File: src/rtl/bht_predictor_if.sv
// Lookup/update bus of the branch history table.
// The master side is the pipeline (IF issues lookups, EX returns resolved
// branches); the slave side is the predictor.
interface bht_predictor_if #(
  parameter int unsigned IDX_W = 6,
  parameter int unsigned PC_W  = 32
);
  logic             pred_valid;
  logic [PC_W-1:0]  pred_pc;
  logic             pred_out_valid;
  logic             pred_taken;
  logic [IDX_W-1:0] pred_idx;
  logic             upd_valid;
  logic [IDX_W-1:0] upd_idx;
  logic             upd_taken;

  modport master (
    output pred_valid, pred_pc, upd_valid, upd_idx, upd_taken,
    input  pred_out_valid, pred_taken, pred_idx
  );

  modport slave (
    input  pred_valid, pred_pc, upd_valid, upd_idx, upd_taken,
    output pred_out_valid, pred_taken, pred_idx
  );
endinterface

File: src/rtl/bht_predictor.sv
// Branch history table of ENTRIES saturating CTR_W-bit counters, indexed by
// word-aligned fetch-PC bits. Registered prediction one cycle after lookup;
// resolved-branch updates are written on the edge they are presented, with a
// write-to-read bypass for a same-cycle lookup of the same entry.
// Optional gshare indexing: define BHT_GSHARE_EN.
module bht_predictor #(
  parameter int unsigned ENTRIES = 64,
  parameter int unsigned CTR_W   = 2,
  parameter int unsigned PC_W    = 32,
  parameter int unsigned GHR_W   = 6
) (
  input  logic              clk,
  input  logic              rst,
  bht_predictor_if.slave    bus
);
  localparam int unsigned IDX_W = $clog2(ENTRIES);

  if (ENTRIES < 2 || (ENTRIES & (ENTRIES - 1)) != 0 || CTR_W < 1 ||
      PC_W < IDX_W + 2 || GHR_W < 1 || GHR_W > IDX_W) begin : g_bad_cfg
    $error("bht_predictor: illegal parameter combination");
  end

  typedef logic [CTR_W-1:0] ctr_t;
  typedef logic [IDX_W-1:0] idx_t;

  ctr_t ctr_q [ENTRIES];
  ctr_t ctr_d [ENTRIES];
  ctr_t upd_old;
  ctr_t upd_new;
  ctr_t look_ctr;
  idx_t look_idx;
  idx_t hist_idx;

  logic pred_out_valid_q, pred_out_valid_d;
  logic pred_taken_q, pred_taken_d;
  idx_t pred_idx_q, pred_idx_d;

`ifdef BHT_GSHARE_EN
  logic [GHR_W-1:0] ghr_q, ghr_d;

  // Global history shifts in each resolved outcome; lookup sees the old value.
  always_comb begin
    ghr_d    = ghr_q;
    if (bus.upd_valid) begin
      ghr_d = GHR_W'({ghr_q, bus.upd_taken});
    end
    hist_idx = idx_t'(ghr_q);
  end

  // History register.
  always_ff @(posedge clk or posedge rst) begin
    if (rst) ghr_q <= '0;
    else     ghr_q <= ghr_d;
  end
`else
  // Bimodal: no history contribution to the index.
  always_comb begin
    hist_idx = '0;
  end
`endif

  // Saturating counter update and next table contents.
  always_comb begin
    upd_old = ctr_q[bus.upd_idx];
    if (bus.upd_taken) begin
      upd_new = (upd_old == '1) ? upd_old : upd_old + ctr_t'(1);
    end else begin
      upd_new = (upd_old == '0) ? upd_old : upd_old - ctr_t'(1);
    end
    for (int unsigned i = 0; i < ENTRIES; i++) begin
      ctr_d[i] = ctr_q[i];
    end
    if (bus.upd_valid) begin
      ctr_d[bus.upd_idx] = upd_new;
    end
  end

  // Lookup index and prediction, bypassing a same-cycle update to that entry.
  always_comb begin
    look_idx         = bus.pred_pc[IDX_W+1:2] ^ hist_idx;
    look_ctr         = (bus.upd_valid && (bus.upd_idx == look_idx)) ? upd_new
                                                                    : ctr_q[look_idx];
    pred_out_valid_d = bus.pred_valid;
    pred_taken_d     = look_ctr[CTR_W-1];
    pred_idx_d       = look_idx;
  end

  // Counter table.
  always_ff @(posedge clk or posedge rst) begin
    if (rst) begin
      for (int unsigned i = 0; i < ENTRIES; i++) begin
        ctr_q[i] <= '0;
      end
    end else begin
      for (int unsigned i = 0; i < ENTRIES; i++) begin
        ctr_q[i] <= ctr_d[i];
      end
    end
  end

  // Registered prediction outputs.
  always_ff @(posedge clk or posedge rst) begin
    if (rst) begin
      pred_out_valid_q <= 1'b0;
      pred_taken_q     <= 1'b0;
      pred_idx_q       <= '0;
    end else begin
      pred_out_valid_q <= pred_out_valid_d;
      pred_taken_q     <= pred_taken_d;
      pred_idx_q       <= pred_idx_d;
    end
  end

  assign bus.pred_out_valid = pred_out_valid_q;
  assign bus.pred_taken     = pred_taken_q;
  assign bus.pred_idx       = pred_idx_q;
endmodule

File: src/flat_wrapper.sv
// flat-port wrapper written by rule: the top's interface ports become plain ports
module bht_predictor_flat 
#(
  parameter int unsigned ENTRIES = 64,
  parameter int unsigned CTR_W   = 2,
  parameter int unsigned PC_W    = 32,
  parameter int unsigned GHR_W   = 6
)
  (clk, rst, bus_pred_valid, bus_pred_pc, bus_upd_valid, bus_upd_idx, bus_upd_taken, bus_pred_out_valid, bus_pred_taken, bus_pred_idx);
  bht_predictor_if #(.IDX_W((6)), .PC_W(PC_W)) bus_i ();
  input  logic clk;
  input  logic rst;
  input wire logic [$bits(bus_i.pred_valid)-1:0] bus_pred_valid;
  input wire logic [$bits(bus_i.pred_pc)-1:0] bus_pred_pc;
  input wire logic [$bits(bus_i.upd_valid)-1:0] bus_upd_valid;
  input wire logic [$bits(bus_i.upd_idx)-1:0] bus_upd_idx;
  input wire logic [$bits(bus_i.upd_taken)-1:0] bus_upd_taken;
  output wire logic [$bits(bus_i.pred_out_valid)-1:0] bus_pred_out_valid;
  output wire logic [$bits(bus_i.pred_taken)-1:0] bus_pred_taken;
  output wire logic [$bits(bus_i.pred_idx)-1:0] bus_pred_idx;
  assign bus_i.pred_valid = bus_pred_valid;
  assign bus_i.pred_pc = bus_pred_pc;
  assign bus_i.upd_valid = bus_upd_valid;
  assign bus_i.upd_idx = bus_upd_idx;
  assign bus_i.upd_taken = bus_upd_taken;
  assign bus_pred_out_valid = bus_i.pred_out_valid;
  assign bus_pred_taken = bus_i.pred_taken;
  assign bus_pred_idx = bus_i.pred_idx;
  bht_predictor #(.ENTRIES(ENTRIES), .CTR_W(CTR_W), .PC_W(PC_W), .GHR_W(GHR_W)) u_core (.clk(clk), .rst(rst), .bus(bus_i));
endmodule
File: config.mk
export PLATFORM = sky130hd
export DESIGN_NAME = bht_predictor_flat
export DESIGN_NICKNAME = d
export VERILOG_FILES = /design/src/rtl/bht_predictor_if.sv /design/src/rtl/bht_predictor.sv /design/src/flat_wrapper.sv
export SDC_FILE = /design/constraint.sdc
export NUM_CORES = 1
export LEC_CHECK = 0
export ABC_AREA = 1
export CORE_ASPECT_RATIO = 1.4
export CORE_MARGIN = 4
export CORE_UTILIZATION = 50
export DETAILED_ROUTE_END_ITERATION = 16
export PLACE_DENSITY_LB_ADDON = 0.2
export RECOVER_POWER = 100
export SKIP_LAST_GASP = 1
export SLEW_MARGIN = 40
export SYNTH_ARGS = -nofsm -noshare
export SYNTH_HDL_FRONTEND = slang
export SYNTH_SLANG_ARGS = --single-unit
export TNS_END_PERCENT = 1
File: constraint.sdc
create_clock -name clk -period 5.6 [get_ports clk]
set_input_delay 1.12 -clock clk [delete_from_list [all_inputs] [get_ports clk]]
set_output_delay 1.12 -clock clk [all_outputs]
set_load 0.01 [all_outputs]
==> results of run 1 <==
==> how the worst min path moves through the flow <==
stage / endpoint / slack (ns) / startpoint / cells past startpoint
finish: u_core.ctr_q[46] / 0.48 / u_core.ctr_q[46] / 2
global route: u_core.ctr_q[106] / 0.49 / u_core.ctr_q[106] / 2
CTS: u_core.ctr_q[0] / 0.48 / u_core.ctr_q[0] / 2
detailed placement: u_core.ctr_q[24] / 0.46 / u_core.ctr_q[24] / 2
global placement: u_core.ctr_q[42] / 0.46 / u_core.ctr_q[42] / 2
floorplan: u_core.ctr_q[0] / 0.45 / u_core.ctr_q[0] / 2
==> per-layer routing <==
metal / routed length [um] / vias up / global-route usage, %
li1: - / 3797 / -
met5: 0 / - / 0
met4: 915 / 0 / 11.8
met3: 1730 / 58 / 4.96
met1: 10000 / 3641 / 36.6
met2: 11200 / 307 / 44.0
==> kinds of logic (layout without fill, tap and decap cells) <==
kind of cell | after synthesis | count (layout) | synth area share, %
flip-flops | 136 | 136 | 42.7
AND/OR/NAND/NOR | 885 | 885 | 43.7
XOR/XNOR | 2 | 2 | 0.220
AO/OA/AOI/OAI | 51 | 51 | 3.97
buffers and inverters | 171 | 185 | 9.38
==> layout make-up <==
type | count | area, um^2 | area share, %
multi-input combinational | 938 | 3820 | 43.6
clock inverter | 4 | 22.5 | 0.257
sequential | 136 | 3400 | 38.8
timing repair buffer | 40 | 347 | 3.95
inverter | 117 | 443 | 5.05
tap | 196 | 245 | 2.80
clock buffer | 24 | 482 | 5.50
==> stage by stage <==
stage                     instances  total power (W)
after floorplan                1245          0.00146
after global routing           1455          0.00269
after CTS                      1454          0.00259
after global placement         1426          0.00158
after detailed placement       1426          0.00158
final                          1455          0.00257
==> registers in the layout, indices dropped and copies added, names as in the netlist <==
name / flops
u_core.ctr_q: 128
u_core.bus.pred_out_valid: 1
u_core.bus.pred_idx: 6
u_core.bus.pred_taken: 1
==> power groups by stage <==
| stage | clock, W | combinational [W] | sequential [W] |
|---|---|---|---|
| final | 0.00101 | 0.000427 | 0.00114 |
| after detailed placement | 0 | 0.000430 | 0.00115 |
| after global placement | 0 | 0.000423 | 0.00115 |
| after CTS | 0.00102 | 0.000430 | 0.00114 |
| after global routing | 0.00106 | 0.000480 | 0.00115 |
| after floorplan | 0 | 0.000315 | 0.00114 |
==> critical path, cell delays in order <==
cell	delay, ns
dlygate4sd3_1	0.89
inv_1	0.12
nor2_1	0.50
o211ai_1	0.20
nand2_1	0.11
o21ai_1	0.08
nand2_1	0.08
nor2_1	0.06
nand2_1	0.06
nand2_1	0.08
nand2_2	0.08
clkbuf_1	1.04
nand2_1	0.11
nand2_1	0.12
==> layout by cell type (no fill, tap or decap), types with 4 or more instances in the layout <==
master / instances
a21oi_1: 11
or2_1: 4
nand3_1: 96
clkbuf_16: 17
o211ai_1: 15
nor2_1: 97
clkdlybuf4s50_1: 8
dlygate4sd3_1: 15
clkbuf_1: 6
dfrtp_1: 136
buf_4: 11
o21ai_0: 10
inv_1: 111
nor3_1: 11
o31ai_1: 4
o21ai_1: 6
nand2_1: 670
==> metrics.csv, run 1 <==
metric,value,unit
synthTopCellsByCount,"nand2_1 (671), dfrtp_1 (136), inv_1 (112), nand3_1 (97), nor2_1 (97)",
cp-endpoint,u_core.ctr_q[86],
worstMarginPinSlew,2.49,ns
clock_power_share,39.2,%
max_cap_viol_count,2,
insertion_delay,0.43,ns
fin_ws,1.30,ns
timing.final.crit_share,76.9,%
ys_warn_count,0,
violations,"max-capacitance violations, max-slew violations",
cts_htree_levels,4,
drc,0,
initial_core_util,51.0,%
grt-ovfl-total,0,
ios,51,
power_density,294,nW/um^2
report.final.hold_viol_count,0,
fillCellCount,1559,
finalNetCount,1293,
grt_max_degree,104,
drt_wl_total,23.8,mm
synth_top_cell_by_area,dfrtp_1,
seqPwrFrac,44.3,%
finClkSkew,0.00657,ns
syn_area_per_cell,6.40,um^2
postSynthCellCount,1245,
cts.sinks,136,
port_buffers,24,
ctsResizeCount,0,
design_area,8760,um^2
slew_headroom,-66.7,%
antenna_found_initial,0,
area_delta_synth_final,10.0,%
hold_path.class,register to register,
ys_types,27,
synthFlopType,dfrtp_1,
drt-initial-drc-count,852,
sw_frac_of_total,30.1,%
crit_start,bus_upd_idx[2],
core,15600,um^2
via_per_inst,5.36,
yosysMostFrequentCell,nand2_1,
cts_made_buffers,17,
finalSetupViolations,0,
reg2reg_from,u_core.ctr_q[18],
synth_nets,1288,
fp.dieW,115,um
grt_pass1_wl,38.3,mm
hold_buffers,0,
switchingPower,0.000776,W
required,5.96,ns
worstPathArrival,4.67,ns
clock_path_buffers,2,
reg2reg_slack,2.95,ns
first_pass_iters,6,
syn_area,7960,um^2
rsz0062_at_grt,no,
holdWs,0.477,ns
placedInstanceArea,8270,um^2
clk_transition_reported_paths,0.06,ns
synth_edf_count,0,
clock.fmax,0.232,GHz
synth_area_leaders,"dfrtp_1 (43%), nand2_1 (32%), nand3_1 (6.1%)",
track_usage,27.5,%
status,finished with violations,
synth-seq-area-share,42.7,%
finalMaxSlewViolations,54,
crit_type,input pin to register,
vias,7803,
period_needed,4.30,ns
pwr-share-comb,16.6,%
power.internal,0.00180,W
cp-start-kind,input pin,
cts_setup_buffers,0,
post-route-util,56.1,%
end_kind,register,
die_y,157,um
ys_ff_latch,136,
wl_per_cell,16.4,um
worst_ir_drop_vdd,0.000188,V
place_congestion,0.922,
leakagePower,4.67,nW
place_ws,1.57,ns
cp_max_fo,26,
dieArea,18000,um^2
hpwl,14.3,mm
first_global_vias,7278,
rr_endpoint,u_core.ctr_q[86],
async_reset_ff_share,100,%
root_buffer,clkbuf_16,
fin_setup_tns,0,ns
drive_above_1_share,3.81,%
synth_top_cell_area_share,42.7,%
worst-r2r-cell-count,16,
tritoncts,done,
row_count,54,
num_antenna_cells,0,
ant_nets,0,
Power figures use the tool's default switching activity.
==> run 2: changes to the inputs <==
==> constraint.sdc (replaced) <==
create_clock -name clk -period 3.8 [get_ports clk]
set_input_delay 0.76 -clock clk [delete_from_list [all_inputs] [get_ports clk]]
set_output_delay 0.76 -clock clk [all_outputs]
set_load 0.01 [all_outputs]
==> metrics.csv, run 2 (synthesis results as in run 1) <==
metric,value,unit
core,15600,um^2
port_buffers,24,
finalNetCount,1302,
die_y,157,um
cp_max_fo,24,
design_area,9050,um^2
root_buffer,clkbuf_16,
finalSetupViolations,0,
final_cell_mix,"nand2_1 (672), dfrtp_1 (136), inv_1 (111)",
ant_nets,0,
grt_pass1_wl,38.9,mm
clock_path_buffers,2,
cts_htree_levels,4,
clk_transition_reported_paths,0.06,ns
hold_path.class,register to register,
required,4.15,ns
top_register,u_core.ctr_q,
end_kind,register,
report.final.hold_viol_count,0,
sw_frac_of_total,28.4,%
finClkSkew,0.0107,ns
worstMarginPinSlew,1.88,ns
seqPwrFrac,40.6,%
leakagePower,4.81,nW
max_cap_viol_count,1,
cts_made_buffers,17,
power_density,458,nW/um^2
vias,7851,
tritoncts,done,
fillCellCount,1506,
status,finished with violations,
place_ws,0.459,ns
dieArea,18000,um^2
ctsResizeCount,0,
drt_wl_total,23.8,mm
power.internal,0.00296,W
first_global_vias,7429,
num_antenna_cells,0,
pwr-share-comb,16.0,%
worst_ir_drop_vdd,0.000382,V
grt-ovfl-total,0,
grt_max_degree,137,
fin_ws,0.561,ns
slew_headroom,-25.1,%
antenna_found_initial,0,
final_common_cell,nand2_1,
ios,51,
via_per_inst,5.35,
cts_setup_buffers,0,
row_count,54,
hpwl,15.3,mm
timing.final.crit_share,85.2,%
worst-r2r-cell-count,10,
fin_setup_tns,0,ns
track_usage,28.0,%
period_needed,3.24,ns
hold_buffers,0,
initial_core_util,51.0,%
worstPathArrival,3.59,ns
clock_power_share,43.4,%
worstHoldPathCells,2,
drt-initial-drc-count,787,
clock.fmax,0.309,GHz
drive_above_1_share,4.87,%
cts.sinks,136,
switchingPower,0.00118,W
rsz0062_at_grt,no,
insertion_delay,0.43,ns
layoutNonFillerInstCount,1468,
placedInstanceArea,8440,um^2
largest_register_ffs,128,
dp_cells,1436,
crit_type,input pin to register,
wl_per_cell,16.2,um
drc,0,
cp-start-kind,input pin,
finalMaxSlewViolations,137,
holdWs,0.477,ns
violations,"max-capacitance violations, max-slew violations",
place_congestion,0.916,
fp.dieW,115,um
area_delta_synth_final,13.6,%
first_pass_iters,5,
## run 2: cell count changes in the layout (fill, tap and decap cells not counted), moves of 2 or more
cell       change
clkinv_4       +2
nand2_2        -2
clkbuf_1       -4
buf_4          +4
buf_12         +7
bufinv_16      +4
nand2_1        +2
## run 2: path summary, 6_finish.rpt
path	from	end	slack [ns]
setup reg to reg	u_core.ctr_q[95]	u_core.bus.pred_taken	1.59
max in group asynchronous	rst	u_core.ctr_q[53]	1.12
min in group asynchronous	rst	u_core.ctr_q[109]	1.51
setup / recovery	bus_upd_idx[2]	u_core.bus.pred_taken	0.56
hold / removal	u_core.ctr_q[56]	u_core.ctr_q[56]	0.48
hold reg to reg	u_core.ctr_q[56]	u_core.ctr_q[56]	0.48
## run 2: worst max-delay path, stage by stage
cell and delay, ns:
dlygate4sd3_1 0.81, inv_1 0.11, nor2_1 0.42, nand3_1 0.18, nand4_1 0.14, nand2_1 0.06
nand2_1 0.07, nor2_1 0.05, nand3_1 0.17, clkbuf_2 0.55, nand3_1 0.14, nand2_1 0.12
## run 2: area by class of cell
type,count,area [um^2],share of cell area [%]
well taps,196,245,2.71
repair buffers,49,504,5.57
flip-flops and latches,136,3400,37.6
clock inverters,11,169,1.87
clock buffers,21,470,5.20
multi-input cells,938,3810,42.1
inverters,117,443,4.90
## run 2: metal layers
metal	global-route usage, %	vias up	share of wire [%]
li1	-	3823	-
met1	35.7	3658	41
met2	46.0	303	48
met3	6.58	67	7.1
met4	10.7	0	3.5
met5	0	-	0
## run 2: through the flow
step	utilization, %	power, W
after floorplan	-	0.00215
after global placement	54.0	0.00236
after detailed placement	54.0	0.00237
after CTS	58.1	0.00418
after global routing	58.0	0.00434
final	58.0	0.00414
## run 2: power by group through the flow
stage / sequential, W / clock [W] / combinational [W]
floorplan: 0.00168 / 0 / 0.000465
global placement: 0.00170 / 0 / 0.000660
detailed placement: 0.00170 / 0 / 0.000670
CTS: 0.00168 / 0.00183 / 0.000671
global route: 0.00170 / 0.00190 / 0.000742
finish: 0.00168 / 0.00179 / 0.000662
